===== src/rtl/life_pkg.sv =====
// life_pkg
// Shared definitions for the life_window neighbourhood generator:
//   - neighbour bit positions inside the 8-bit neighbour vector
//   - FSM state type of the window generator
//   - helper that sizes the live-cell counter for a W x H grid
package life_pkg;

  // Bit positions of each neighbour in out_n, in the order the rule stage reads them
  localparam int NB_NW = 0;
  localparam int NB_N  = 1;
  localparam int NB_NE = 2;
  localparam int NB_W  = 3;
  localparam int NB_E  = 4;
  localparam int NB_SW = 5;
  localparam int NB_S  = 6;
  localparam int NB_SE = 7;

  typedef enum logic [1:0] {
    FILL  = 2'd0,  // priming the line buffer, no output yet
    RUN   = 2'd1,  // one window per accepted cell
    FLUSH = 2'd2   // input closed, zeros pushed to drain the last W+1 windows
  } life_state_t;

  // Width needed to hold a live-cell count from 0 to w*h inclusive
  function automatic int pop_w(input int w, input int h);
    return $clog2(w * h + 1);
  endfunction

endpackage


===== src/rtl/life_line_buf.sv =====
// life_line_buf
// Shift register of 2W+3 cells holding two full rows plus three cells of the
// raster stream. Newest cell sits at position 0.
//
// The taps are taken from the value the register will hold once din has
// shifted in, so the window that the incoming cell completes is available in
// the same cycle the cell is accepted and can be registered at that edge.
//
// Ports:
//   clk    rising-edge clock
//   rst_n  synchronous active-low reset, clears the register
//   en     shift din in this cycle
//   clr    synchronous clear (wins over en), used at frame end
//   din    cell shifted in at position 0
//   taps   [0]=pos 0, [1]=1, [2]=2, [3]=W, [4]=W+1 (centre), [5]=W+2,
//          [6]=2W, [7]=2W+1, [8]=2W+2 of the post-shift value
module life_line_buf #(
  parameter int W = 16
) (
  input  logic       clk,
  input  logic       rst_n,
  input  logic       en,
  input  logic       clr,
  input  logic       din,
  output logic [8:0] taps
);

  localparam int L = 2 * W + 3;

  logic [L-1:0] sr_r;
  logic [L-1:0] sr_nxt_s;

  // Post-shift view of the register
  always_comb begin
    sr_nxt_s = {sr_r[L-2:0], din};
  end

  // Window taps from the post-shift view
  always_comb begin
    taps    = 9'b0;
    taps[0] = sr_nxt_s[0];
    taps[1] = sr_nxt_s[1];
    taps[2] = sr_nxt_s[2];
    taps[3] = sr_nxt_s[W];
    taps[4] = sr_nxt_s[W + 1];
    taps[5] = sr_nxt_s[W + 2];
    taps[6] = sr_nxt_s[2 * W];
    taps[7] = sr_nxt_s[2 * W + 1];
    taps[8] = sr_nxt_s[2 * W + 2];
  end

  // Storage register with reset, clear and shift enable
  always_ff @(posedge clk) begin
    if (!rst_n) begin
      sr_r <= {L{1'b0}};
    end else if (clr) begin
      sr_r <= {L{1'b0}};
    end else if (en) begin
      sr_r <= sr_nxt_s;
    end else begin
      sr_r <= sr_r;
    end
  end

endmodule


===== src/rtl/life_window.sv =====
// life_window
// Streaming 3x3 neighbourhood generator for a W x H Game-of-Life grid.
// Takes one generation as a raster-order stream of cells and emits, in the
// same raster order, each cell's own state and its eight neighbours.
// Neighbours outside the grid read as dead.
//
// Ports:
//   clk        rising-edge clock
//   rst_n      synchronous active-low reset
//   in_valid   in_cell is valid
//   in_ready   cell accepted this cycle when in_valid is also high
//   in_cell    cell state, row 0 col 0 first
//   out_valid  window valid
//   out_ready  downstream takes the window
//   out_self   centre cell
//   out_n      neighbours [0]NW [1]N [2]NE [3]W [4]E [5]SW [6]S [7]SE
//   out_last   window belongs to cell (H-1, W-1)
//   pop_count  live cells in the last completed input frame
//              (present only when LIFE_WINDOW_STATS_EN is defined)
//
// Optional feature macro: LIFE_WINDOW_STATS_EN (live-cell counter).
module life_window
  import life_pkg::*;
#(
  parameter int W = 16,
  parameter int H = 16
) (
  input  logic       clk,
  input  logic       rst_n,
  input  logic       in_valid,
  output logic       in_ready,
  input  logic       in_cell,
  output logic       out_valid,
  input  logic       out_ready,
  output logic       out_self,
  output logic [7:0] out_n,
  output logic       out_last
`ifdef LIFE_WINDOW_STATS_EN
  ,
  output logic [pop_w(W, H)-1:0] pop_count
`endif
);

  localparam int CW = (W > 1) ? $clog2(W) : 1;
  localparam int RW = (H > 1) ? $clog2(H) : 1;
  localparam logic [CW-1:0] COL_LAST = CW'(W - 1);
  localparam logic [RW-1:0] ROW_LAST = RW'(H - 1);

  life_state_t   state_r;
  life_state_t   state_nxt_s;

  logic [CW-1:0] in_col_r;
  logic [RW-1:0] in_row_r;
  logic [CW-1:0] ctr_col_r;
  logic [RW-1:0] ctr_row_r;

  logic          out_free_s;
  logic          in_fire_s;
  logic          in_last_s;
  logic          ctr_last_s;
  logic          flush_go_s;
  logic          emit_s;
  logic          shift_s;
  logic          frame_done_s;
  logic          lb_din_s;
  logic [8:0]    taps_s;
  logic [7:0]    nb_raw_s;
  logic [7:0]    nb_mask_s;

  // Output slot is free when empty or being drained this cycle
  always_comb begin
    out_free_s = !out_valid || out_ready;
  end

  // Input handshake; held off during reset and while draining the frame
  always_comb begin
    in_ready  = rst_n && (state_r != FLUSH) && out_free_s;
    in_fire_s = in_valid && in_ready;
  end

  // Frame position decodes and datapath controls
  always_comb begin
    in_last_s    = (in_row_r == ROW_LAST) && (in_col_r == COL_LAST);
    ctr_last_s   = (ctr_row_r == ROW_LAST) && (ctr_col_r == COL_LAST);
    flush_go_s   = rst_n && (state_r == FLUSH) && out_free_s;
    emit_s       = ((state_r == RUN) && in_fire_s) || flush_go_s;
    shift_s      = in_fire_s || flush_go_s;
    frame_done_s = flush_go_s && ctr_last_s;
  end

  // During the drain the register is fed dead cells
  always_comb begin
    if (state_r == FLUSH) begin
      lb_din_s = 1'b0;
    end else begin
      lb_din_s = in_cell;
    end
  end

  life_line_buf #(
    .W(W)
  ) u_line_buf (
    .clk  (clk),
    .rst_n(rst_n),
    .en   (shift_s),
    .clr  (frame_done_s),
    .din  (lb_din_s),
    .taps (taps_s)
  );

  // FSM next state
  always_comb begin
    state_nxt_s = state_r;
    case (state_r)
      FILL: begin
        // Cell index W is (row 1, col 0); once it is in, the next cell
        // completes the window of cell 0.
        if (in_fire_s && (in_row_r == RW'(1'b1)) && (in_col_r == {CW{1'b0}})) begin
          state_nxt_s = RUN;
        end else begin
          state_nxt_s = FILL;
        end
      end
      RUN: begin
        if (in_fire_s && in_last_s) begin
          state_nxt_s = FLUSH;
        end else begin
          state_nxt_s = RUN;
        end
      end
      FLUSH: begin
        if (frame_done_s) begin
          state_nxt_s = FILL;
        end else begin
          state_nxt_s = FLUSH;
        end
      end
      default: begin
        state_nxt_s = FILL;
      end
    endcase
  end

  // FSM state register
  always_ff @(posedge clk) begin
    if (!rst_n) begin
      state_r <= FILL;
    end else begin
      state_r <= state_nxt_s;
    end
  end

  // Input raster counters; wrap to (0,0) after the last cell of a frame
  always_ff @(posedge clk) begin
    if (!rst_n) begin
      in_col_r <= {CW{1'b0}};
      in_row_r <= {RW{1'b0}};
    end else if (in_fire_s) begin
      if (in_col_r == COL_LAST) begin
        in_col_r <= {CW{1'b0}};
        if (in_row_r == ROW_LAST) begin
          in_row_r <= {RW{1'b0}};
        end else begin
          in_row_r <= in_row_r + RW'(1'b1);
        end
      end else begin
        in_col_r <= in_col_r + CW'(1'b1);
        in_row_r <= in_row_r;
      end
    end else begin
      in_col_r <= in_col_r;
      in_row_r <= in_row_r;
    end
  end

  // Centre counters; advance once per window emitted, trailing input by W+1
  always_ff @(posedge clk) begin
    if (!rst_n) begin
      ctr_col_r <= {CW{1'b0}};
      ctr_row_r <= {RW{1'b0}};
    end else if (emit_s) begin
      if (ctr_col_r == COL_LAST) begin
        ctr_col_r <= {CW{1'b0}};
        if (ctr_row_r == ROW_LAST) begin
          ctr_row_r <= {RW{1'b0}};
        end else begin
          ctr_row_r <= ctr_row_r + RW'(1'b1);
        end
      end else begin
        ctr_col_r <= ctr_col_r + CW'(1'b1);
        ctr_row_r <= ctr_row_r;
      end
    end else begin
      ctr_col_r <= ctr_col_r;
      ctr_row_r <= ctr_row_r;
    end
  end

  // Map shift-register taps to compass neighbours of the centre at tap W+1
  always_comb begin
    nb_raw_s        = 8'b0;
    nb_raw_s[NB_SE] = taps_s[0];
    nb_raw_s[NB_S]  = taps_s[1];
    nb_raw_s[NB_SW] = taps_s[2];
    nb_raw_s[NB_E]  = taps_s[3];
    nb_raw_s[NB_W]  = taps_s[5];
    nb_raw_s[NB_NE] = taps_s[6];
    nb_raw_s[NB_N]  = taps_s[7];
    nb_raw_s[NB_NW] = taps_s[8];
  end

  // Border mask: kills off-grid neighbours, including cells of the adjacent
  // row that sit next to the centre in the register across a row wrap
  always_comb begin
    nb_mask_s = 8'hFF;
    if (ctr_row_r == {RW{1'b0}}) begin
      nb_mask_s[NB_NW] = 1'b0;
      nb_mask_s[NB_N]  = 1'b0;
      nb_mask_s[NB_NE] = 1'b0;
    end else begin
      nb_mask_s = nb_mask_s;
    end
    if (ctr_row_r == ROW_LAST) begin
      nb_mask_s[NB_SW] = 1'b0;
      nb_mask_s[NB_S]  = 1'b0;
      nb_mask_s[NB_SE] = 1'b0;
    end else begin
      nb_mask_s = nb_mask_s;
    end
    if (ctr_col_r == {CW{1'b0}}) begin
      nb_mask_s[NB_NW] = 1'b0;
      nb_mask_s[NB_W]  = 1'b0;
      nb_mask_s[NB_SW] = 1'b0;
    end else begin
      nb_mask_s = nb_mask_s;
    end
    if (ctr_col_r == COL_LAST) begin
      nb_mask_s[NB_NE] = 1'b0;
      nb_mask_s[NB_E]  = 1'b0;
      nb_mask_s[NB_SE] = 1'b0;
    end else begin
      nb_mask_s = nb_mask_s;
    end
  end

  // Output register: load a new window, drop valid on transfer, else hold
  always_ff @(posedge clk) begin
    if (!rst_n) begin
      out_valid <= 1'b0;
      out_self  <= 1'b0;
      out_n     <= 8'b0;
      out_last  <= 1'b0;
    end else if (emit_s) begin
      out_valid <= 1'b1;
      out_self  <= taps_s[4];
      out_n     <= nb_raw_s & nb_mask_s;
      out_last  <= ctr_last_s;
    end else if (out_ready) begin
      out_valid <= 1'b0;
      out_self  <= out_self;
      out_n     <= out_n;
      out_last  <= out_last;
    end else begin
      out_valid <= out_valid;
      out_self  <= out_self;
      out_n     <= out_n;
      out_last  <= out_last;
    end
  end

`ifdef LIFE_WINDOW_STATS_EN
  localparam int PW = pop_w(W, H);

  logic [PW-1:0] live_acc_r;
  logic [PW-1:0] live_inc_s;

  // Increment contributed by the cell being accepted
  always_comb begin
    live_inc_s = {{(PW-1){1'b0}}, in_cell};
  end

  // Live-cell accumulator; result published when the frame's last cell lands
  always_ff @(posedge clk) begin
    if (!rst_n) begin
      live_acc_r <= {PW{1'b0}};
      pop_count  <= {PW{1'b0}};
    end else if (in_fire_s && in_last_s) begin
      live_acc_r <= {PW{1'b0}};
      pop_count  <= live_acc_r + live_inc_s;
    end else if (in_fire_s) begin
      live_acc_r <= live_acc_r + live_inc_s;
      pop_count  <= pop_count;
    end else begin
      live_acc_r <= live_acc_r;
      pop_count  <= pop_count;
    end
  end
`endif

endmodule


===== config.mk =====
export PLATFORM = sky130hd
export DESIGN_NAME = life_window
export DESIGN_NICKNAME = d
export VERILOG_FILES = /design/src/rtl/life_pkg.sv /design/src/rtl/life_line_buf.sv /design/src/rtl/life_window.sv
export SDC_FILE = /design/constraint.sdc
export NUM_CORES = 1
export LEC_CHECK = 0
export CAP_MARGIN = 25
export CORE_AREA = 2 2 86 88
export DETAILED_ROUTE_END_ITERATION = 12
export DIE_AREA = 0 0 88 90
export PLACE_DENSITY = 0.59
export SETUP_SLACK_MARGIN = 0.3
export SLEW_MARGIN = 20
export SYNTH_ARGS = -nofsm -noshare
export SYNTH_HDL_FRONTEND = slang
export SYNTH_HIERARCHICAL = 1
export SYNTH_SLANG_ARGS = --single-unit

===== constraint.sdc =====
create_clock -name clk -period 2.1 [get_ports clk]
set_clock_uncertainty 0.2 [all_clocks]
set_input_delay 0.21 -clock clk [delete_from_list [all_inputs] [get_ports clk]]
set_output_delay 0.21 -clock clk [all_outputs]
set_load 0.05 [all_outputs]

==> results of run 1 <==
[area by class of cell]
type                       count  area [um2]  share of cell area [%]
multi-input combinational    195        1330                    39.9
clock buffer                  12         145                    4.37
clock inverter                 4        45.0                    1.36
inverter                       9        33.8                    1.02
tap                           99         124                    3.73
sequential                    63        1270                    38.2
timing repair buffer          37         380                    11.4
[metal layers]
metal | vias up | track usage [%]
li1 | 1040 | -
met1 | 922 | 18.2
met2 | 23 | 19.8
met3 | 8 | 2.75
met4 | 0 | 7.69
met5 | - | 0
[logic make-up after synthesis]
family / after synthesis
XOR/XNOR: 2
buffers and inverters: 33
adder cells (fa/ha/maj): 8
AO/OA/AOI/OAI: 33
multiplexers: 37
flip-flops: 63
AND/OR/NAND/NOR: 115
[metrics by stage]
step	total power, W	cells	instance area (um2)	util (%)
finish	0.00234	419	3320	47.3
global route	0.00243	419	3320	47.3
CTS	0.00236	416	3260	46.5
detailed placement	0.00134	399	3060	43.6
global placement	0.00134	399	3060	43.6
floorplan	0.00131	291	2770	-
[cell usage after synthesis]
cell type,n,area [um2]
nand2b_1,1,6.26
o21ai_0,2,10.0
buf_2,4,20.0
buf_4,12,90.1
or3_1,1,6.26
nor3_1,7,35.0
and2_1,2,12.5
nand4_4,1,21.3
o211ai_2,1,12.5
nor4_1,2,12.5
or2b_2,1,8.76
inv_1,9,33.8
a31o_1,1,8.76
xnor2_1,1,8.76
and3b_1,1,8.76
nand2b_4,1,13.8
a41o_1,1,10.0
clkbuf_1,3,11.3
nor2_1,43,161
nand4_1,6,37.5
o21ai_1,3,15.0
a41oi_1,1,8.76
or4b_1,1,10.0
mux2i_1,37,370
xor2_1,1,8.76
a31oi_1,1,6.26
clkbuf_2,1,5.00
buf_6,1,11.3
o211a_1,1,10.0
and3_1,3,18.8
ha_1,8,100
nor4bb_1,1,10.0
a21oi_1,19,95.1
o31ai_1,1,7.51
nand3_1,13,65.1
o221a_1,1,11.3
and2b_1,1,7.51
nand2_1,26,97.6
nand3b_1,2,15.0
or2_1,1,6.26
dfxtp_1,63,1260
buf_12,3,60.1
o311ai_1,1,8.76
or2_0,1,6.26
[state kept, by name, indices dropped and copies added, names as in the netlist]
signal / flops
out_last: 1
ctr_col_r: 4
out_n: 8
out_self: 1
out_valid: 1
in_row_r: 4
u_line_buf/sr_r: 34
ctr_row_r: 4
in_col_r: 4
state_r: 2
[critical path, cell delays in order]
cell,delay (ns)
clkdlybuf4s50_1,0.59
nand2_1,0.16
nor2_2,0.19
buf_12,0.15
[power breakdown]
part / switching (W) / total, W / internal, W
clock: 0.000447 / 0.00102 / 0.000575
combinational: 0.0000571 / 0.000115 / 0.0000576
sequential: 0.00000377 / 0.00120 / 0.00120
total: 0.000508 / 0.00234 / 0.00183
[timing repair]
action / CTS / global route
pin swaps: 1 / 1
buffers inserted: 1 / 3
resized for setup: 15 / 10
setup endpoints to repair: 39 / 44
[worst max path at each step]
stage                              start                               end  slack (ns)
2_1_floorplan  ctr_col_r[0]$_SDFFE_PN0P_   u_line_buf/sr_r[0]$_SDFFE_PP0P_        0.28
6_report                           rst_n                          in_ready        0.38
3_3_place_gp                   out_ready  u_line_buf/sr_r[23]$_SDFFE_PP0P_        0.08
3_5_place_dp                   out_ready  u_line_buf/sr_r[11]$_SDFFE_PP0P_        0.05
4_1_cts                        out_ready                          in_ready        0.31
5_1_grt            state_r[0]$_SDFF_PN0_             out_n[1]$_SDFFE_PN0P_        0.26
==> flow_summary_export.csv, run 1 <==
group,metric,value,unit
outcome,status,"finished, final reports clean",
die,die_h,90,um
placed_design,hpwl,3460,um
global_route,antenna_found_initial,0,
sta,tns,0,ns
worst_setup_path,r2r_slack,0.40,ns
synth,synth.avg_cell_area,9.43,um2
global_route,first_global_vias,1807,
finish,layout_common_cells,"dfxtp_1 (58), nor2_1 (40), mux2i_1 (37)",
synth,synth_top_family_by_area,"simple AND/OR/NAND/NOR gates",
die,start_util,39.1,%
routing,wire_per_inst,11.8,um
finish,diodes,0,
sta,grt_setup_unrepaired,"yes",
finish,area_delta_synth_final,21.1,%
synth,synth_compound_area_share,7.43,%
clock_tree,ctsHtreeMaxLevel,3,
finish,drive_above_1_share,16.9,%
worst_setup_path,path_max_fanout,5,
routing,wl_met1,2490,um
placed_design,dp_slack,0.0517,ns
die,core,7020,um2
routing,final_antenna_net_count,0,
sta,hold_viol,0,
synth,synth_fa_ha_area_share,3.65,%
worst_hold_path,holdPathEnd,"out_n[2]$_SDFFE_PN0P_",
worst_setup_path,startpoint_type,"input port",
routing,wl_met3,114,um
clock_tree,root_buffer,"clkbuf_8",
pwr,vdd_ir_drop_max,0.000418,V
clock_tree,ctsHoldBuffers,0,
synth,syn_area,2750,um2
routing,vias,1993,
routing,via_per_inst,4.76,
clock_tree,clk_pin_slew,0.07,ns
sta,fin_crit,1.72,ns
sta,layout_setup_ws,0.378,ns
routing,first_pass_iters,4,
worst_setup_path,rr_startpoint,"in_col_r[0]$_SDFFE_PN0P_",
sta,holdWs,0.248,ns
die,rows,31,
pwr,leakage,1.30,nW
routing,top_layer_used,"met4",
routing,drcViolationCount,0,
worst_hold_path,hp-class,"flop to flop",
finish,layout_commonest_cell,"dfxtp_1",
synth,synth-xor-area-share,0.638,%
die,die_x,88,um
clock_tree,cts.sinks,63,
global_route,grt_max_degree,19,
finish,fillers,678,
global_route,grt_pass1_wl,8400,um
synth,yosysSeqAreaShare,45.9,%
synth,synth_mux_area_share,13.5,%
die,ioPinCount,17,
clock_tree,cts_buffers,9,
worst_hold_path,hp-start,"out_n[2]$_SDFFE_PN0P_",
routing,dr.first_iter.drc_count,72,
die,fp.dieArea,7920,um2
synth,ys_types,44,
worst_setup_path,critPathArrivalTime,1.31,ns
placed_design,numPortBuffers,16,
worst_hold_path,min_path_cells,2,
sta,tightest_slew,0.506,ns
sta,setup_viol,0,
pwr,cellPowerDensity,704,nW/um2
sta,slew_headroom,66.4,%
global_route,grt-ovfl-total,0,
clock_tree,cts_tree,"yes",
finish,nets,328,
placed_design,gp_congestion,0.722,
worst_setup_path,r2r_end,"in_row_r[0]$_SDFFE_PN0P_",
synth,syn_inst,291,
routing,wl,4960,um
clock_tree,cts_buffer_depth,2,
synth,syn_nets,304,
synth,yosys.area_share.simple,20.4,%
sta,fin_crit_sh,82.0,%
worst_setup_path,reg2reg_depth,5,
job,max_cap_violations,0,
sta,drv_slew,0,
worst_setup_path,critPathKind,"input port to primary output",
synth,yosys_warnings,6,
routing,wl_met2,2250,um
clock_tree,insertion_delay,0.33,ns
worst_setup_path,required,1.69,ns
global_route,grt_usage,13.5,%
synth,synth-seq-cells,63,
sta,fmax,0.581,GHz
worst_setup_path,cp-end-kind,"primary output",
Power figures use the tool's default switching activity.
==> inputs of run 2 (changes only) <==
==> constraint.sdc (replaced) <==
create_clock -name clk -period 1.7 [get_ports clk]
set_clock_uncertainty 0.2 [all_clocks]
set_input_delay 0.17 -clock clk [delete_from_list [all_inputs] [get_ports clk]]
set_output_delay 0.17 -clock clk [all_outputs]
set_load 0.05 [all_outputs]
==> run 2 against run 1 <==
  * The run now ends with setup timing left
  * Register-to-register slack got worse by 0.41 ns
  * Core utilization grew 13 points
  * Clock-buffer cell count shrank 2
  * Final cell count is 9.5% higher
  * Sequential power increased by 23%
  * Combinational power is 110% higher
  * Critical path depth up 4
  * Global-route usage increased by 1.9 points
  * Die area stayed put
  * Wire length grew 33%
  * Total power rose by 34%
  * Critical path type is now flop to flop
  * Highest routed layer unchanged
==> flow_summary_export.csv, run 2 (synthesis results as in run 1) <==
group,metric,value,unit
routing,first_pass_iters,4,
die,core,7020,um2
routing,wire_per_inst,14.4,um
placed_design,gp_congestion,0.775,
worst_setup_path,cp-startpoint,"ctr_col_r[1]$_SDFFE_PN0P_",
sta,tightest_slew,0.381,ns
die,start_util,39.1,%
finish,drive_above_1_share,51.1,%
sta,slew_headroom,74.3,%
routing,final_antenna_net_count,0,
clock_tree,cts.sinks,63,
global_route,grt_usage,15.5,%
worst_setup_path,critPathKind,"flop to flop",
outcome,status,"complete, but fails checks",
die,die_h,90,um
global_route,first_global_vias,1981,
clock_tree,clk_pin_slew,0.07,ns
routing,wl,6610,um
sta,hold_viol,0,
routing,via_per_inst,4.91,
worst_setup_path,path_max_fanout,6,
finish,final_area,4200,um2
sta,fin_crit,1.71,ns
worst_hold_path,hp-class,"flop to flop",
die,ioPinCount,17,
finish,largestRegisters,"u_line_buf/sr_r: 34 flops, out_n: 8 flops",
job,max_cap_violations,0,
routing,drcViolationCount,0,
worst_hold_path,hp-start,"out_n[1]$_SDFFE_PN0P_",
sta,tns,-0.0542,ns
worst_setup_path,cp-end-kind,"flop",
placed_design,hpwl,3560,um
worst_setup_path,required,1.74,ns
global_route,grt-ovfl-total,0,
placed_design,placed_cells,412,
outcome,violations,"setup timing",
worst_setup_path,startpoint_type,"flop",
placed_design,numPortBuffers,16,
die,die_x,88,um
sta,fin_crit_sh,101,%
clock_tree,cts_tree,"yes",
finish,nets,368,
sta,setup_viol,9,
sta,fmax,0.584,GHz
clock_tree,insertion_delay,0.34,ns
global_route,grt_max_degree,23,
clock_tree,cts_buffers,9,
finish,area_delta_synth_final,53.1,%
pwr,vdd_ir_drop_max,0.000429,V
clock_tree,cts_buffer_depth,2,
die,fp.dieArea,7920,um2
clock_tree,root_buffer,"clkbuf_8",
die,rows,31,
finish,fin_cells,459,
pwr,leakage,1.61,nW
global_route,antenna_found_initial,0,
clock_tree,ctsHtreeMaxLevel,3,
pwr,finalPower,0.00314,W
finish,regMostFlops,"u_line_buf/sr_r",
finish,final_util,59.8,%
routing,dr.first_iter.drc_count,56,
sta,layout_setup_ws,-0.0122,ns
finish,fillers,559,
sta,grt_setup_unrepaired,"yes",
routing,vias,2255,
sta,drv_slew,0,
pwr,cellPowerDensity,747,nW/um2
finish,layout_commonest_cell,"dfxtp_1",
finish,layout_common_cells,"dfxtp_1 (53), buf_4 (43), mux2i_1 (32)",
worst_setup_path,critPathArrivalTime,1.75,ns
worst_setup_path,rr_startpoint,"ctr_col_r[1]$_SDFFE_PN0P_",
finish,diodes,0,
global_route,grt_pass1_wl,9540,um
placed_design,place_area,3170,um2
finish,largest_reg_flops,34,
==> run 2: cell type report <==
cell class / count / area (um2) / area share (%)
Sequential cell: 63 / 1280 / 30.5
Inverter: 9 / 33.8 / 0.804
Multi-Input combinational cell: 195 / 1680 / 39.9
Tap cell: 99 / 124 / 2.95
Clock buffer: 10 / 128 / 3.04
Timing Repair Buffer: 77 / 873 / 20.8
Clock inverter: 6 / 83.8 / 2.00
==> run 2: through the flow <==
| stage | hold slack (ns) | worst slack (ns) |
|---|---|---|
| after floorplan | 0.130 | 0.0519 |
| after global placement | 0.243 | -0.243 |
| after detailed placement | 0.246 | -0.311 |
| after CTS | 0.257 | 0.0463 |
| after global routing | 0.277 | -0.0499 |
| final | 0.269 | -0.0122 |
==> run 2: worst max-delay path, stage by stage, from the launching register on <==
cell       delay, ns
dfxtp_4         0.36
ha_4            0.14
nand3_4         0.09
nor2_4          0.13
nand3_2         0.10
nor2_1          0.10
nand2b_4        0.25
clkbuf_16       0.20
nor2_2          0.04
==> run 2: report_power, final <==
group	total [W]	internal [W]	switching [W]
sequential	0.00148	0.00148	0.00000395
clock	0.00142	0.000821	0.000599
combinational	0.000238	0.000132	0.000106
==> run 2: what timing repair did <==
item                                    in CTS  in global routing
pin swaps                                    9                 52
resized for setup                           31                 82
cloned                                       3                  7
hold buffers                                 0                  0
setup buffers                               14                  7
endpoints found under the setup margin      64                 64
==> run 2: routing by layer <==
layer	GRT usage (%)	routed length, um	vias up
met1	21.4	3010	1081
met3	3.12	166	15
met5	0	0	-
met4	8.46	176	0
li1	-	-	1125
met2	22.2	3260	34
==> run 2: worst paths after layout <==
check                                     endpoint  slack (ns)  cells past startpoint
setup / recovery  u_line_buf/sr_r[33]$_SDFFE_PP0P_       -0.01                      8
hold / removal               out_n[1]$_SDFFE_PN0P_        0.27                      2
setup reg to reg  u_line_buf/sr_r[33]$_SDFFE_PP0P_       -0.01                      8
hold reg to reg              out_n[1]$_SDFFE_PN0P_        0.27                      2
==> inputs of run 3 (changes only) <==
--- a/config.mk
+++ b/config.mk
@@ -11,7 +11,6 @@
 export DIE_AREA = 0 0 88 90
 export PLACE_DENSITY = 0.59
 export SETUP_SLACK_MARGIN = 0.3
-export SLEW_MARGIN = 20
 export SYNTH_ARGS = -nofsm -noshare
 export SYNTH_HDL_FRONTEND = slang
 export SYNTH_HIERARCHICAL = 1
==> results of run 3 <==
Final layout, timing and power as in run 2 (identical DEF).
